$ cat src/rtl/shift_sub_divider_pkg.sv
// Shared types and defaults for the shift/subtract divider.
package shift_sub_div_pkg;

  localparam int DIV_W = 8;

  typedef enum logic [1:0] {
    IDLE = 2'd0,
    CALC = 2'd1,
    DONE = 2'd2
  } div_state_t;

endpackage

$ cat src/rtl/shift_sub_divider_if.sv
// Operand and result handshakes of the divider; master drives operands, slave is the divider.
import shift_sub_div_pkg::*;

interface shift_sub_divider_if #(
  parameter int N = DIV_W
);

  logic         start_valid;
  logic         start_ready;
  logic [N-1:0] dividend;
  logic [N-1:0] divisor;
  logic         result_valid;
  logic         result_ready;
  logic [N-1:0] quotient;
  logic [N-1:0] remainder;
  logic         div_by_zero;
  logic         busy;

  modport master (
    output start_valid, dividend, divisor, result_ready,
    input  start_ready, result_valid, quotient, remainder, div_by_zero, busy
  );

  modport slave (
    input  start_valid, dividend, divisor, result_ready,
    output start_ready, result_valid, quotient, remainder, div_by_zero, busy
  );

endinterface

$ cat src/rtl/shift_sub_divider_div_step.sv
// One restoring-division iteration: shift {R,Q} left, trial-subtract D, set the new quotient bit.
module div_step #(
  parameter int N = 8
) (
  input  logic [N:0]   r_i,
  input  logic [N-1:0] q_i,
  input  logic [N-1:0] d_i,
  output logic [N:0]   r_o,
  output logic [N-1:0] q_o
);

  logic [N+1:0] r_shift;
  logic [N+1:0] trial;
  logic         neg;

  // One extra bit of headroom keeps the borrow visible in trial[N+1].
  assign r_shift = {r_i, q_i[N-1]};
  assign trial   = r_shift - {2'b00, d_i};
  assign neg     = trial[N+1];

  assign r_o = neg ? r_shift[N:0] : trial[N:0];
  assign q_o = {q_i[N-2:0], ~neg};

endmodule

$ cat src/rtl/shift_sub_divider.sv
// Multi-cycle unsigned divider: one quotient bit per clock, valid/ready on both operand and result sides.
import shift_sub_div_pkg::*;

module shift_sub_divider #(
  parameter int N = DIV_W
) (
  input  logic                  clk,
  input  logic                  rst,
  shift_sub_divider_if.slave    bus
);

  localparam int CW = $clog2(N);

  div_state_t   state_q;
  logic [N:0]   r_q;
  logic [N-1:0] q_q;
  logic [N-1:0] d_q;
  logic [CW-1:0] cnt_q;
  logic [N-1:0] quotient_q;
  logic [N-1:0] remainder_q;
  logic         dbz_q;
  logic         start_ready_q;
  logic         result_valid_q;
  logic         busy_q;

  logic [N:0]   r_d;
  logic [N-1:0] q_d;

  div_step #(.N(N)) u_step (
    .r_i (r_q),
    .q_i (q_q),
    .d_i (d_q),
    .r_o (r_d),
    .q_o (q_d)
  );

  always_ff @(posedge clk or posedge rst) begin
    if (rst) begin
      state_q        <= IDLE;
      r_q            <= '0;
      q_q            <= '0;
      d_q            <= '0;
      cnt_q          <= '0;
      quotient_q     <= '0;
      remainder_q    <= '0;
      dbz_q          <= 1'b0;
      start_ready_q  <= 1'b1;
      result_valid_q <= 1'b0;
      busy_q         <= 1'b0;
    end else begin
      case (state_q)
        IDLE: begin
          if (bus.start_valid) begin
            start_ready_q <= 1'b0;
            busy_q        <= 1'b1;
            if (bus.divisor == '0) begin
              quotient_q     <= '1;
              remainder_q    <= bus.dividend;
              dbz_q          <= 1'b1;
              result_valid_q <= 1'b1;
              state_q        <= DONE;
            end else begin
              r_q     <= '0;
              q_q     <= bus.dividend;
              d_q     <= bus.divisor;
              cnt_q   <= CW'(N - 1);
              state_q <= CALC;
            end
          end
        end
        CALC: begin
          r_q   <= r_d;
          q_q   <= q_d;
          cnt_q <= cnt_q - 1'b1;
          if (cnt_q == '0) begin
            quotient_q     <= q_d;
            remainder_q    <= r_d[N-1:0];
            dbz_q          <= 1'b0;
            result_valid_q <= 1'b1;
            state_q        <= DONE;
          end
        end
        DONE: begin
          if (bus.result_ready) begin
            result_valid_q <= 1'b0;
            start_ready_q  <= 1'b1;
            busy_q         <= 1'b0;
            state_q        <= IDLE;
          end
        end
        default: begin
          result_valid_q <= 1'b0;
          start_ready_q  <= 1'b1;
          busy_q         <= 1'b0;
          state_q        <= IDLE;
        end
      endcase
    end
  end

  assign bus.start_ready  = start_ready_q;
  assign bus.result_valid = result_valid_q;
  assign bus.quotient     = quotient_q;
  assign bus.remainder    = remainder_q;
  assign bus.div_by_zero  = dbz_q;
  assign bus.busy         = busy_q;

endmodule

$ cat src/flat_wrapper.sv
// flat-port wrapper written by rule: the top's interface ports become plain ports
module shift_sub_divider_flat 
#(
  parameter int N = DIV_W
)
  (clk, rst, bus_start_valid, bus_dividend, bus_divisor, bus_result_ready, bus_start_ready, bus_result_valid, bus_quotient, bus_remainder, bus_div_by_zero, bus_busy);
  shift_sub_divider_if #(.N(N)) bus_i ();
  input  logic clk;
  input  logic rst;
  input wire logic [$bits(bus_i.start_valid)-1:0] bus_start_valid;
  input wire logic [$bits(bus_i.dividend)-1:0] bus_dividend;
  input wire logic [$bits(bus_i.divisor)-1:0] bus_divisor;
  input wire logic [$bits(bus_i.result_ready)-1:0] bus_result_ready;
  output wire logic [$bits(bus_i.start_ready)-1:0] bus_start_ready;
  output wire logic [$bits(bus_i.result_valid)-1:0] bus_result_valid;
  output wire logic [$bits(bus_i.quotient)-1:0] bus_quotient;
  output wire logic [$bits(bus_i.remainder)-1:0] bus_remainder;
  output wire logic [$bits(bus_i.div_by_zero)-1:0] bus_div_by_zero;
  output wire logic [$bits(bus_i.busy)-1:0] bus_busy;
  assign bus_i.start_valid = bus_start_valid;
  assign bus_i.dividend = bus_dividend;
  assign bus_i.divisor = bus_divisor;
  assign bus_i.result_ready = bus_result_ready;
  assign bus_start_ready = bus_i.start_ready;
  assign bus_result_valid = bus_i.result_valid;
  assign bus_quotient = bus_i.quotient;
  assign bus_remainder = bus_i.remainder;
  assign bus_div_by_zero = bus_i.div_by_zero;
  assign bus_busy = bus_i.busy;
  shift_sub_divider #(.N(N)) u_core (.clk(clk), .rst(rst), .bus(bus_i));
endmodule
$ cat config.mk
export PLATFORM = sky130hd
export DESIGN_NAME = shift_sub_divider_flat
export DESIGN_NICKNAME = d
export VERILOG_FILES = /design/src/rtl/shift_sub_divider_pkg.sv /design/src/rtl/shift_sub_divider_if.sv /design/src/rtl/shift_sub_divider_div_step.sv /design/src/rtl/shift_sub_divider.sv /design/src/flat_wrapper.sv
export SDC_FILE = /design/constraint.sdc
export NUM_CORES = 1
export LEC_CHECK = 0
export BUFFER_PORTS_ARGS = -buffer_cell sky130_fd_sc_hd__buf_2
export CAP_MARGIN = 20
export CELL_PAD_IN_SITES_DETAIL_PLACEMENT = 1
export CELL_PAD_IN_SITES_GLOBAL_PLACEMENT = 1
export CORE_MARGIN = 5
export CORE_UTILIZATION = 35
export DETAILED_ROUTE_END_ITERATION = 8
export PLACE_DENSITY_LB_ADDON = 0.25
export SYNTH_ARGS = -nofsm -noshare
export SYNTH_HDL_FRONTEND = slang
export SYNTH_SLANG_ARGS = --single-unit
export TNS_END_PERCENT = 50
$ cat constraint.sdc
create_clock -name clk -period 5.1 [get_ports clk]
set_clock_uncertainty 0.05 [all_clocks]
set_input_delay 0.765 -clock clk [delete_from_list [all_inputs] [get_ports clk]]
set_output_delay 0.765 -clock clk [all_outputs]
set_load 0.01 [all_outputs]
# Word-level counts from Yosys, hierarchy flattened

Index checks and enable logic that the tools add are counted.

Register bits: 50
Output and inout port bits: 20

Multiplexer cells: 35
Bitwise gates (word level): 3
Add/sub/neg operators: 2
Reduce and logical (&&, ||, !) cells: 10
Eq/ne operators: 7

Operators by type and width:

| kind                                                                  | count |
|---|---|
| 8-bit 2-to-1 mux                                                      | 8 |
| 8-bit case mux with 2 select lines                                    | 3 |
| 9-bit 2-to-1 mux                                                      | 3 |
| 9-bit case mux with 2 select lines                                    | 1 |
| 3-bit AND reduction                                                   | 4 |
| 10-bit by 8-bit subtractor with 10-bit output                         | 1 |
| 1-bit case mux with 3 select lines                                    | 3 |
| 8-bit zero test                                                       | 1 |
| 1-bit 2-to-1 mux                                                      | 8 |
| 2-bit 2-to-1 mux                                                      | 4 |
| 4-bit AND reduction                                                   | 2 |
| 3-bit 2-to-1 mux                                                      | 2 |
| 2-bit != test, second input constant                                  | 3 |
| 2-bit case mux with 3 select lines                                    | 1 |
| 3-bit case mux with 2 select lines                                    | 1 |
| 2-bit by 1-bit != test with 1-bit output, second input constant       | 2 |
| 3-bit zero test                                                       | 1 |
| 1-bit NOT                                                             | 3 |
| 3-bit by 1-bit subtractor with 3-bit output, second input constant    | 1 |
| 2-bit by 1-bit equality test with 1-bit output, second input constant | 1 |
| 2-bit equality test, second input constant                            | 1 |
| 2-bit zero test                                                       | 1 |
| 1-bit case mux with 2 select lines                                    | 1 |
| 2-bit nonzero test                                                    | 1 |

# Depth between registers and ports, before layout

Gate-level depths: netlist of the first run.

Word-level depth: 4
Depth in mapped cells: 10
Gate-level depth less buffers: 10

# Modules after synthesis

From an unflattened synthesis of the first run, not the netlist that was laid out.

Cell total of the unflattened synthesis: 243
Area total of the unflattened synthesis: 2800.2 µm²

Modules (own cells, without submodules):

| module            | sequential area each (µm²) | cells each | area an instance (µm²) | times used |
|---|---|---|---|---|
| shift_sub_divider | 1252.5                     | 169        | 2219.6                 | 1 |
| div_step          | 0.0                        | 74         | 580.6                  | 1 |

# Worst setup path after synthesis of the first run

OpenSTA, ideal clock, no wires.

Path type: input port to flip-flop
From: in bus_divisor[5]
To: reg u_core.d_q[0]
Slack: 2.498 ns
Data arrival time: 2.427 ns
Setup time: 0.125 ns
Required time: 4.925 ns
Cell stages on the path: 8
Buffers on the path: 2
Path through: or4_1 -> or2_4 -> a21oi_2 -> or2_1 -> buf_6 -> nor2_4 -> buf_6 -> mux2_4

Cells in the longest elaborated chain, start to end: 3

Ends and longest elaborated chain:

| what                          | line                    | source |
|---|---|---|
| start, declared               | flat_wrapper.sv:12      | `input wire logic [$bits(bus_i.divisor)-1:0] bus_divisor;` |
| 8-bit zero test               | shift_sub_divider.sv:56 | `if (bus.divisor == '0) begin` |
| 1-bit NOT (no line)           | -                       |  |
| 3-bit AND reduction (no line) | -                       |  |
| end signal, assigned          | shift_sub_divider.sv:65 | `d_q <= bus.divisor;` |
| end, declared                 | shift_sub_divider.sv:17 | `logic [N-1:0] d_q;` |

No other way between the ends.
A chain may end at the register's enable or synchronous reset.

# Worst setup path in the final report of the first run

Same ends and word-level chain as after synthesis.

==> results of run 1 <==
logic make-up (layout without fill, tap and decap cells):
family          count (synthesis)  count (layout)
compound gates                 75              75
simple gates                   87              87
buf+inv                        29              66
mux                            11              11
flops                          50              50
fa+ha+maj                      11              11
xor+xnor                        5               5
critical path: cells and delay by family:
kind	cells	cell delay (ns)
AO/OA/AOI/OAI	1	0.15
AND/OR/NAND/NOR	4	1.71
buffers and inverters	1	0.11
multiplexers	1	0.35
layout by cell type (no fill, tap or decap), types with 6 or more instances in the layout:
| cell type | instances |
|---|---|
| a22o_1 | 6 |
| a21oi_1 | 9 |
| mux2_2 | 6 |
| buf_2 | 39 |
| inv_1 | 15 |
| nand2_1 | 43 |
| dfrtp_1 | 49 |
| nor2_1 | 17 |
| ha_1 | 10 |
| o21ai_0 | 18 |
| a21o_1 | 11 |
power groups by stage:
stage / combinational [µW] / clock (µW) / sequential [µW]
after floorplan: 996 / 0 / 736
after global placement: 1270 / 0 / 742
after detailed placement: 1310 / 0 / 752
after CTS: 1320 / 304 / 745
after global routing: 1460 / 321 / 771
final: 1300 / 294 / 741
metrics by stage:
stage          hold slack (ns)  total power, µW  cells   util
3_5_place_dp             0.404             2060    395  0.398
2_1_floorplan            0.410             1730    268      -
4_1_cts                  0.431             2370    403  0.414
6_report                 0.294             2340    404  0.416
5_1_grt                  0.294             2550    404  0.416
3_3_place_gp             0.396             2020    395  0.398
flip-flops by register name, indices dropped and copies added, names as in the netlist:
signal	flops
u_core.bus.busy	1
u_core.bus.div_by_zero	1
u_core.bus.quotient	8
u_core.bus.remainder	8
u_core.bus.result_valid	1
u_core.bus.start_ready	1
u_core.cnt_q	3
u_core.d_q	8
u_core.q_q	8
u_core.r_q	9
u_core.state_q	2
routing by layer:
layer / part of all wire / wire, µm / vias to the layer above / track usage
met5: 0 / 0 / - / 0
met4: 0.018 / 121 / 0 / 0.0518
met3: 0.037 / 241 / 10 / 0.0294
met2: 0.46 / 3010 / 36 / 0.227
met1: 0.49 / 3200 / 1011 / 0.193
li1: - / - / 1011 / -
final cells by class:
type / instances / share of cell area
sequential: 50 / 0.410
tap: 99 / 0.0406
timing repair buffer: 42 / 0.0754
multi-input combinational: 189 / 0.416
inverter: 16 / 0.0197
clock buffer: 5 / 0.0225
clock inverter: 3 / 0.0156
cell usage after synthesis, types with 4 or more instances:
| cell | instances | area share |
|---|---|---|
| a22o_1 | 6 | 0.020 |
| xnor2_1 | 4 | 0.013 |
| inv_1 | 16 | 0.023 |
| nor2b_1 | 4 | 0.0094 |
| o21ai_0 | 18 | 0.034 |
| nand2_1 | 43 | 0.061 |
| a21oi_1 | 9 | 0.017 |
| clkbuf_1 | 8 | 0.011 |
| nor3_1 | 4 | 0.0075 |
| a22oi_1 | 4 | 0.011 |
| ha_1 | 10 | 0.047 |
| a21o_1 | 11 | 0.031 |
| nor2_1 | 17 | 0.024 |
| mux2_2 | 6 | 0.025 |
| dfrtp_1 | 49 | 0.46 |
worst paths after layout:
check,endpoint,slack [ns],cells past startpoint
setup / recovery,u_core.d_q[0]$_DFFE_PP0P_,2.15,7
hold / removal,u_core.bus.busy$_DFFE_PP0P_,0.29,2
setup reg to reg,u_core.r_q[3]$_DFFE_PP0P_,2.27,7
hold reg to reg,u_core.bus.quotient[7]$_DFFE_PP0P_,0.42,2
max in group asynchronous,u_core.d_q[7]$_DFFE_PP0P_,4.22,3
min in group clk,u_core.bus.quotient[7]$_DFFE_PP0P_,0.42,2
==> impl_metrics.py, run 1 <==
metrics = {
    "power": {
        "vdd_drop_max_mv": 0.282,
        "power.share.clock": 0.126,
        "power_leakage_uw": 0.00151,
        "power_density_nw_per_um2": 765,
        "p_int_uw": 1320,
        "pwr-share-seq": 0.317,
        "p_switching_uw": 1020,
        "p_sw_frac": 0.436,
        "pwr-share-comb": 0.557,
    },
    "critical_path": {
        "setup.worst_path.start_class": "primary input",
        "endpoint_kind": "flip-flop",
        "slowest_stage": "or2_1",
        "r2r-start": "u_core.r_q[5]$_DFFE_PP0P_",
        "cp_max_fo": 19,
        "cp.required_ns": 5.25,
        "worstPathArrival_ns": 3.10,
        "crit_chain": "buf_2 -> or4_1 -> or2_4 -> a21oi_2 -> or2_1 -> nor2_4 -> mux2_4",
        "slowest_delay_ns": 0.61,
        "crit_start": "bus_divisor[5]",
        "critPathKind": "in2reg",
    },
    "clock_network": {
        "tritoncts": "built",
        "clkTransAtPathRegs_ns": 0.10,
        "clock_latency_ns": 0.32,
        "clock_sinks": 50,
        "htree_levels": 2,
        "cts_resized": 0,
        "cts.path.max_buffers": 2,
        "cts_setup_buffers": 0,
        "cts_root_buf": "clkbuf_8",
        "cts_buffers": 5,
        "cts_hold_buffers": 0,
    },
    "drt": {
        "wl_per_cell_um": 16.3,
        "drtIter0Drc": 79,
        "vias_per_cell": 5.12,
        "vias": 2068,
        "dr.pass1.iters": 4,
        "final_antenna_net_count": 0,
        "routed_wl_um": 6570,
        "route.detailed.drc": 0,
    },
    "floorplanning": {
        "io_pins": 40,
        "coreArea_um2": 7330,
        "start_util": 0.362,
        "die_h_um": 97.1,
        "dieWidth_um": 97.1,
        "die_area_um2": 9430,
        "row_count": 31,
    },
    "sta": {
        "maxSlewHeadroom": 0.497,
        "rsz0062_at_grt": "false",
        "setup_ws_ns": 2.15,
        "min_period_ns": 2.95,
        "finalCritPeriodShare": 0.578,
        "hold_viol": 0,
        "fin_setup_tns_ns": 0,
        "fmax_ghz": 0.339,
        "finalMaxSlewViolations": 0,
        "tightestPinTransition_ns": 0.755,
        "finalSetupViolCount": 0,
    },
    "grt": {
        "grt_first_pass_wirelength_um": 10900,
        "grt_pass1_vias": 2171,
        "grt_max_degree": 51,
        "antenna_found_initial": 0,
        "grt_util_all_layers": 0.143,
        "gr-total-overflow": 0,
    },
    "placed_design": {
        "placed_area_um2": 2920,
        "io_buffers": 39,
        "gp_congestion": 0.765,
        "place_ws_ns": 1.81,
        "hpwlAfterDp_um": 4910,
    },
    "min_path": {
        "worstHoldPathType": "in2async",
    },
    "synth": {
        "synthSimpleGateAreaFrac": 0.155,
        "synth_xor_area_frac": 0.0165,
        "syn_avg_cell_area_um2": 9.91,
        "syn_inst": 268,
        "synthMuxAreaShare": 0.0480,
        "syn_area_um2": 2660,
        "ys.flop_type": "dfrtp_1",
        "synth_nets": 299,
        "synth-compound-area-share": 0.204,
        "synth_top_family_by_area": "compound AO/OA/AOI/OAI gates",
        "ys_seq_area_frac": 0.472,
        "async_flop_share": 1.00,
        "synth_cell_types": 52,
        "synth_seq_cells": 50,
        "synth_edf_count": 0,
        "yosys_warnings": 0,
        "synthAdderAreaFrac": 0.0546,
    },
    "final_layout": {
        "antenna_cells": 0,
        "drive_gt1_frac": 0.230,
        "seq_area_um2": 1250,
        "fillCellCount": 870,
        "area_growth_pct": 14.9,
        "fin_area_um2": 3050,
        "nNetsFinal": 335,
        "multiInputGateArea_um2": 1270,
    },
    "flow_run": {
        "cap_violations": 0,
    },
    "status": {
        "status": "complete, no violations",
    },
}
Power figures use the tool's default switching activity.
==> inputs of run 2 (changes only) <==
- clock period: 5.1 -> 2.8 ns (I/O delays scaled with it)
==> run 2 against run 1 <==
  * Via count rose by 2.9%
  * First-iteration DRC count fell by 19%
  * Die area did not move
  * Hold slack got worse by 0.073 ns
  * Flip-flop and latch count did not move
  * Non-clock buffer count rose by 8
==> impl_metrics.py, run 2 (synthesized netlist as in run 1, its figures left out) <==
metrics = {
    "critical_path": {
        "ff2ff_path_depth": 7,
        "cp.required_ns": 2.94,
        "timing.critical_path.mode_cell": "a21oi_1",
        "crit_start": "u_core.r_q[1]$_DFFE_PP0P_",
        "reg2reg_to": "u_core.bus.remainder[1]$_DFFE_PP0P_",
        "r2r-start": "u_core.r_q[1]$_DFFE_PP0P_",
        "worstPathArrival_ns": 2.75,
        "slowest_stage": "a2111o_1",
        "crit_chain": "ha_1 -> a21oi_1 -> a2111o_1 -> a21oi_1 -> nor2_2 -> and3_1 -> o32a_1",
        "setup.worst_path.start_class": "flip-flop",
        "reg2reg_slack_ns": 0.19,
        "cp_max_fo": 7,
        "slowest_delay_ns": 0.49,
        "critPathKind": "reg2reg",
        "endpoint_kind": "flip-flop",
    },
    "grt": {
        "antenna_found_initial": 0,
        "grt_first_pass_wirelength_um": 11600,
        "gr-total-overflow": 0,
        "grt_pass1_vias": 2249,
        "grt_max_degree": 51,
        "grt_util_all_layers": 0.148,
    },
    "sta": {
        "finalSetupViolCount": 0,
        "whs_ns": 0.222,
        "setup_ws_ns": 0.191,
        "finalCritPeriodShare": 0.932,
        "rsz0062_at_grt": "false",
        "finalMaxSlewViolations": 0,
        "tightestPinTransition_ns": 0.754,
        "maxSlewHeadroom": 0.484,
        "fin_setup_tns_ns": 0,
        "fmax_ghz": 0.383,
        "min_period_ns": 2.61,
        "hold_viol": 0,
    },
    "final_layout": {
        "area_growth_pct": 17.1,
        "layout_common_cells": "49 x dfrtp_1, 43 x nand2_1, 39 x buf_2, 18 x o21ai_0, 16 x nor2_1",
        "final_util": 0.424,
        "top_register": "u_core.r_q",
        "antenna_cells": 0,
        "mostFrequentLayoutCell": "dfrtp_1",
        "drive_gt1_frac": 0.259,
        "largest_register_ffs": 9,
        "nNetsFinal": 343,
    },
    "clock_network": {
        "cts_root_buf": "clkbuf_8",
        "cts_resized": 0,
        "cts_buffers": 5,
        "tritoncts": "built",
        "htree_levels": 2,
        "clock_latency_ns": 0.31,
        "cts_hold_buffers": 0,
        "cts_setup_buffers": 0,
        "clkTransAtPathRegs_ns": 0.10,
        "cts.path.max_buffers": 2,
        "clock_sinks": 50,
    },
    "drt": {
        "wl_met1_um": 3260,
        "vias_per_cell": 5.16,
        "dr.pass1.iters": 4,
        "routed_wl_um": 6840,
        "wl_per_cell_um": 16.6,
        "final_antenna_net_count": 0,
        "drtIter0Drc": 64,
        "top_layer_used": "met4",
        "dr_wl_met2_um": 3300,
        "dr_wl_met3_um": 237,
        "vias": 2127,
        "route.detailed.drc": 0,
    },
    "flow_run": {
        "cap_violations": 0,
    },
    "min_path": {
        "worstHoldPathType": "in2async",
    },
    "power": {
        "p_total_uw": 4410,
        "vdd_drop_max_mv": 0.532,
        "power_density_nw_per_um2": 1420,
        "power_leakage_uw": 0.00154,
    },
    "placed_design": {
        "place_ws_ns": 0.165,
        "hpwlAfterDp_um": 5290,
        "io_buffers": 39,
        "gp_congestion": 0.847,
    },
    "floorplanning": {
        "io_pins": 40,
        "dieWidth_um": 97.1,
        "row_count": 31,
        "die_h_um": 97.1,
        "start_util": 0.362,
        "die_area_um2": 9430,
        "coreArea_um2": 7330,
    },
    "status": {
        "status": "complete, no violations",
    },
}
-- run 2: worst max path at each step --
stage                                                     end  cells after the start
after global routing      u_core.bus.remainder[1]$_DFFE_PP0P_                      7
after floorplan           u_core.bus.remainder[1]$_DFFE_PP0P_                      8
final                     u_core.bus.remainder[1]$_DFFE_PP0P_                      7
after global placement    u_core.bus.remainder[4]$_DFFE_PP0P_                      8
after detailed placement  u_core.bus.remainder[0]$_DFFE_PP0P_                      7
after CTS                 u_core.bus.remainder[0]$_DFFE_PP0P_                      7
-- run 2: report_power, final --
group | total [µW] | switching (µW) | internal [µW] | leakage, µW
clock | 531 | 260 | 271 | 0.0000587
combinational | 2530 | 1380 | 1150 | 0.000889
sequential | 1350 | 258 | 1090 | 0.000592
-- run 2: layer usage --
metal / vias to the layer above / GRT usage
met3: 5 / 0.0258
met2: 35 / 0.247
met1: 1056 / 0.204
li1: 1031 / -
met5: - / 0
met4: 0 / 0.0281
-- run 2: layout make-up --
cell class / count / area (µm²)
Fill cell: 858 / 4220
Multi-Input combinational cell: 189 / 1280
Sequential cell: 50 / 1250
Timing Repair Buffer: 50 / 278
Tap cell: 99 / 124
Clock buffer: 5 / 68.8
Inverter: 16 / 60.1
Clock inverter: 3 / 47.5
-- run 2: through the flow --
step | instance area [µm²] | cells
finish | 3110 | 412
global route | 3110 | 412
CTS | 3100 | 412
detailed placement | 2980 | 404
global placement | 2980 | 404
floorplan | 2660 | 268
-- run 2: critical path: cells and delay by family, from the launching register on --
| kind | cells | cell delay, ns |
|---|---|---|
| adders and majority gates | 1 | 0.36 |
| DFF | 1 | 0.41 |
| AOI/OAI and AO/OA | 4 | 1.28 |
| and+or+nand+nor | 2 | 0.39 |
==> inputs of run 3 (changes only) <==
- RECOVER_POWER: default -> 50
==> run 3 against run 2 <==
  * Global-route usage is the same
  * Cell count is the same
  * Flip-flop and latch count is the same
  * Die area is the same
  * Highest routed layer unchanged
  * Combinational power is essentially flat
  * Utilization shrank 0.17 points
  * Hold slack gained 0.061 ns
  * Setup slack is essentially flat
  * Sequential share of layout area grew 0.16 points
==> impl_metrics.py, run 3 (synthesized netlist as in run 1, its figures left out) <==
metrics = {
    "sta": {
        "maxSlewHeadroom": 0.159,
        "fin_setup_tns_ns": 0,
        "min_period_ns": 2.61,
        "tightestPinTransition_ns": 1.26,
        "setup_ws_ns": 0.191,
        "hold_viol": 0,
        "finalSetupViolCount": 0,
        "finalCritPeriodShare": 0.932,
        "whs_ns": 0.283,
        "rsz0062_at_grt": "false",
        "finalMaxSlewViolations": 0,
        "fmax_ghz": 0.383,
    },
    "critical_path": {
        "path_buf_inv": 0,
        "slowest_delay_ns": 0.49,
        "crit_chain": "ha_1 -> a21oi_1 -> a2111o_1 -> a21oi_1 -> nor2_2 -> and3_1 -> o32a_1",
        "cp_max_fo": 7,
        "timing.critical_path.mode_cell": "a21oi_1",
        "cp.required_ns": 2.94,
        "critPathKind": "reg2reg",
        "critPathTopFamily": "compound AO/OA/AOI/OAI gates",
        "setup.worst_path.start_class": "flip-flop",
        "slowest_stage": "a2111o_1",
        "endpoint_kind": "flip-flop",
        "worstPathArrival_ns": 2.75,
    },
    "grt": {
        "grt_pass1_vias": 2249,
        "grt_util_all_layers": 0.148,
        "grt_max_degree": 51,
        "gr-total-overflow": 0,
        "grt_first_pass_wirelength_um": 11600,
        "antenna_found_initial": 0,
    },
    "power": {
        "p_int_uw": 2490,
        "p_switching_uw": 1900,
        "pwr-share-seq": 0.307,
        "pwr-share-comb": 0.571,
        "power.share.clock": 0.122,
        "power_density_nw_per_um2": 1420,
        "p_sw_frac": 0.433,
        "vdd_drop_max_mv": 0.532,
        "power_leakage_uw": 0.00152,
    },
    "clock_network": {
        "cts_buffers": 5,
        "cts_hold_buffers": 0,
        "clock_sinks": 50,
        "cts_root_buf": "clkbuf_8",
        "cts.path.max_buffers": 2,
        "tritoncts": "built",
        "clock_latency_ns": 0.31,
        "htree_levels": 2,
        "clkTransAtPathRegs_ns": 0.11,
    },
    "final_layout": {
        "largest_register_ffs": 9,
        "layout_common_cells": "49 x dfrtp_1, 43 x nand2_1, 31 x buf_2, 18 x o21ai_0",
        "area_growth_pct": 16.6,
        "drive_gt1_frac": 0.230,
        "nNetsFinal": 343,
        "top_register": "u_core.r_q",
        "mostFrequentLayoutCell": "dfrtp_1",
        "antenna_cells": 0,
        "fillCellCount": 857,
    },
    "drt": {
        "final_antenna_net_count": 0,
        "route.detailed.drc": 0,
        "vias_per_cell": 5.17,
        "vias": 2130,
        "dr.pass1.iters": 4,
        "wl_per_cell_um": 16.7,
        "routed_wl_um": 6870,
        "drtIter0Drc": 59,
    },
    "placed_design": {
        "io_buffers": 39,
        "hpwlAfterDp_um": 5290,
        "gp_congestion": 0.847,
        "place_ws_ns": 0.165,
    },
    "min_path": {
        "worstHoldPathType": "in2reg",
    },
    "floorplanning": {
        "dieWidth_um": 97.1,
        "coreArea_um2": 7330,
        "row_count": 31,
        "start_util": 0.362,
        "die_h_um": 97.1,
        "die_area_um2": 9430,
        "io_pins": 40,
    },
    "status": {
        "status": "complete, no violations",
    },
    "flow_run": {
        "cap_violations": 0,
    },
}
-- run 3: routing by layer --
layer / routed length [µm] / track usage
met1: 3270 / 0.204
met4: 40 / 0.0281
met5: 0 / 0
met2: 3300 / 0.247
met3: 260 / 0.0258
-- run 3: through the flow --
stage / cell area, µm² / total power, µW / util / cells
2_1_floorplan: 2660 / 3150 / - / 268
3_3_place_gp: 2980 / 3820 / 0.407 / 404
3_5_place_dp: 2980 / 3890 / 0.407 / 404
4_1_cts: 3100 / 4440 / 0.423 / 412
5_1_grt: 3100 / 4810 / 0.422 / 412
6_report: 3100 / 4400 / 0.422 / 412
-- run 3: worst register-to-register path, stage by stage, from the launching register on --
cell and delay, ns:
dfrtp_1 0.41, ha_1 0.36, a21oi_1 0.12, a2111o_1 0.49
a21oi_1 0.34, nor2_2 0.16, and3_1 0.23, o32a_1 0.33
-- run 3: repair_timing --
action / in CTS / in global routing
buffers inserted: 0 / 0
setup endpoints to repair: 0 / 2
hold endpoints to repair: 0 / 0
gates resized for setup: 0 / 3
-- run 3: layout make-up --
cell class,instances,area (µm²),share of cell area
clock buffer,5,68.8,0.0222
multi-input combinational,189,1280,0.413
sequential,50,1250,0.404
tap,99,124,0.0400
clock inverter,3,47.5,0.0154
inverter,16,60.1,0.0194
timing repair buffer,50,265,0.0857
-- run 3: worst paths after layout --
path | from | end | slack, ns | cells past startpoint
max | u_core.r_q[1]$_DFFE_PP0P_ | u_core.bus.remainder[1]$_DFFE_PP0P_ | 0.19 | 7
min | bus_dividend[4] | u_core.q_q[4]$_DFFE_PP0P_ | 0.28 | 2
max reg2reg | u_core.r_q[1]$_DFFE_PP0P_ | u_core.bus.remainder[1]$_DFFE_PP0P_ | 0.19 | 7
min reg2reg | u_core.bus.quotient[6]$_DFFE_PP0P_ | u_core.bus.quotient[6]$_DFFE_PP0P_ | 0.42 | 2
max in group asynchronous | rst | u_core.d_q[5]$_DFFE_PP0P_ | 1.47 | 3
min in group asynchronous | rst | u_core.bus.quotient[2]$_DFFE_PP0P_ | 0.47 | 3
-- run 3: power groups by stage --
stage,combinational (µW),sequential (µW),clock (µW)
finish,2510,1350,535
global placement,2470,1350,0
global route,2830,1410,574
CTS,2540,1350,551
detailed placement,2520,1370,0
floorplan,1810,1340,0
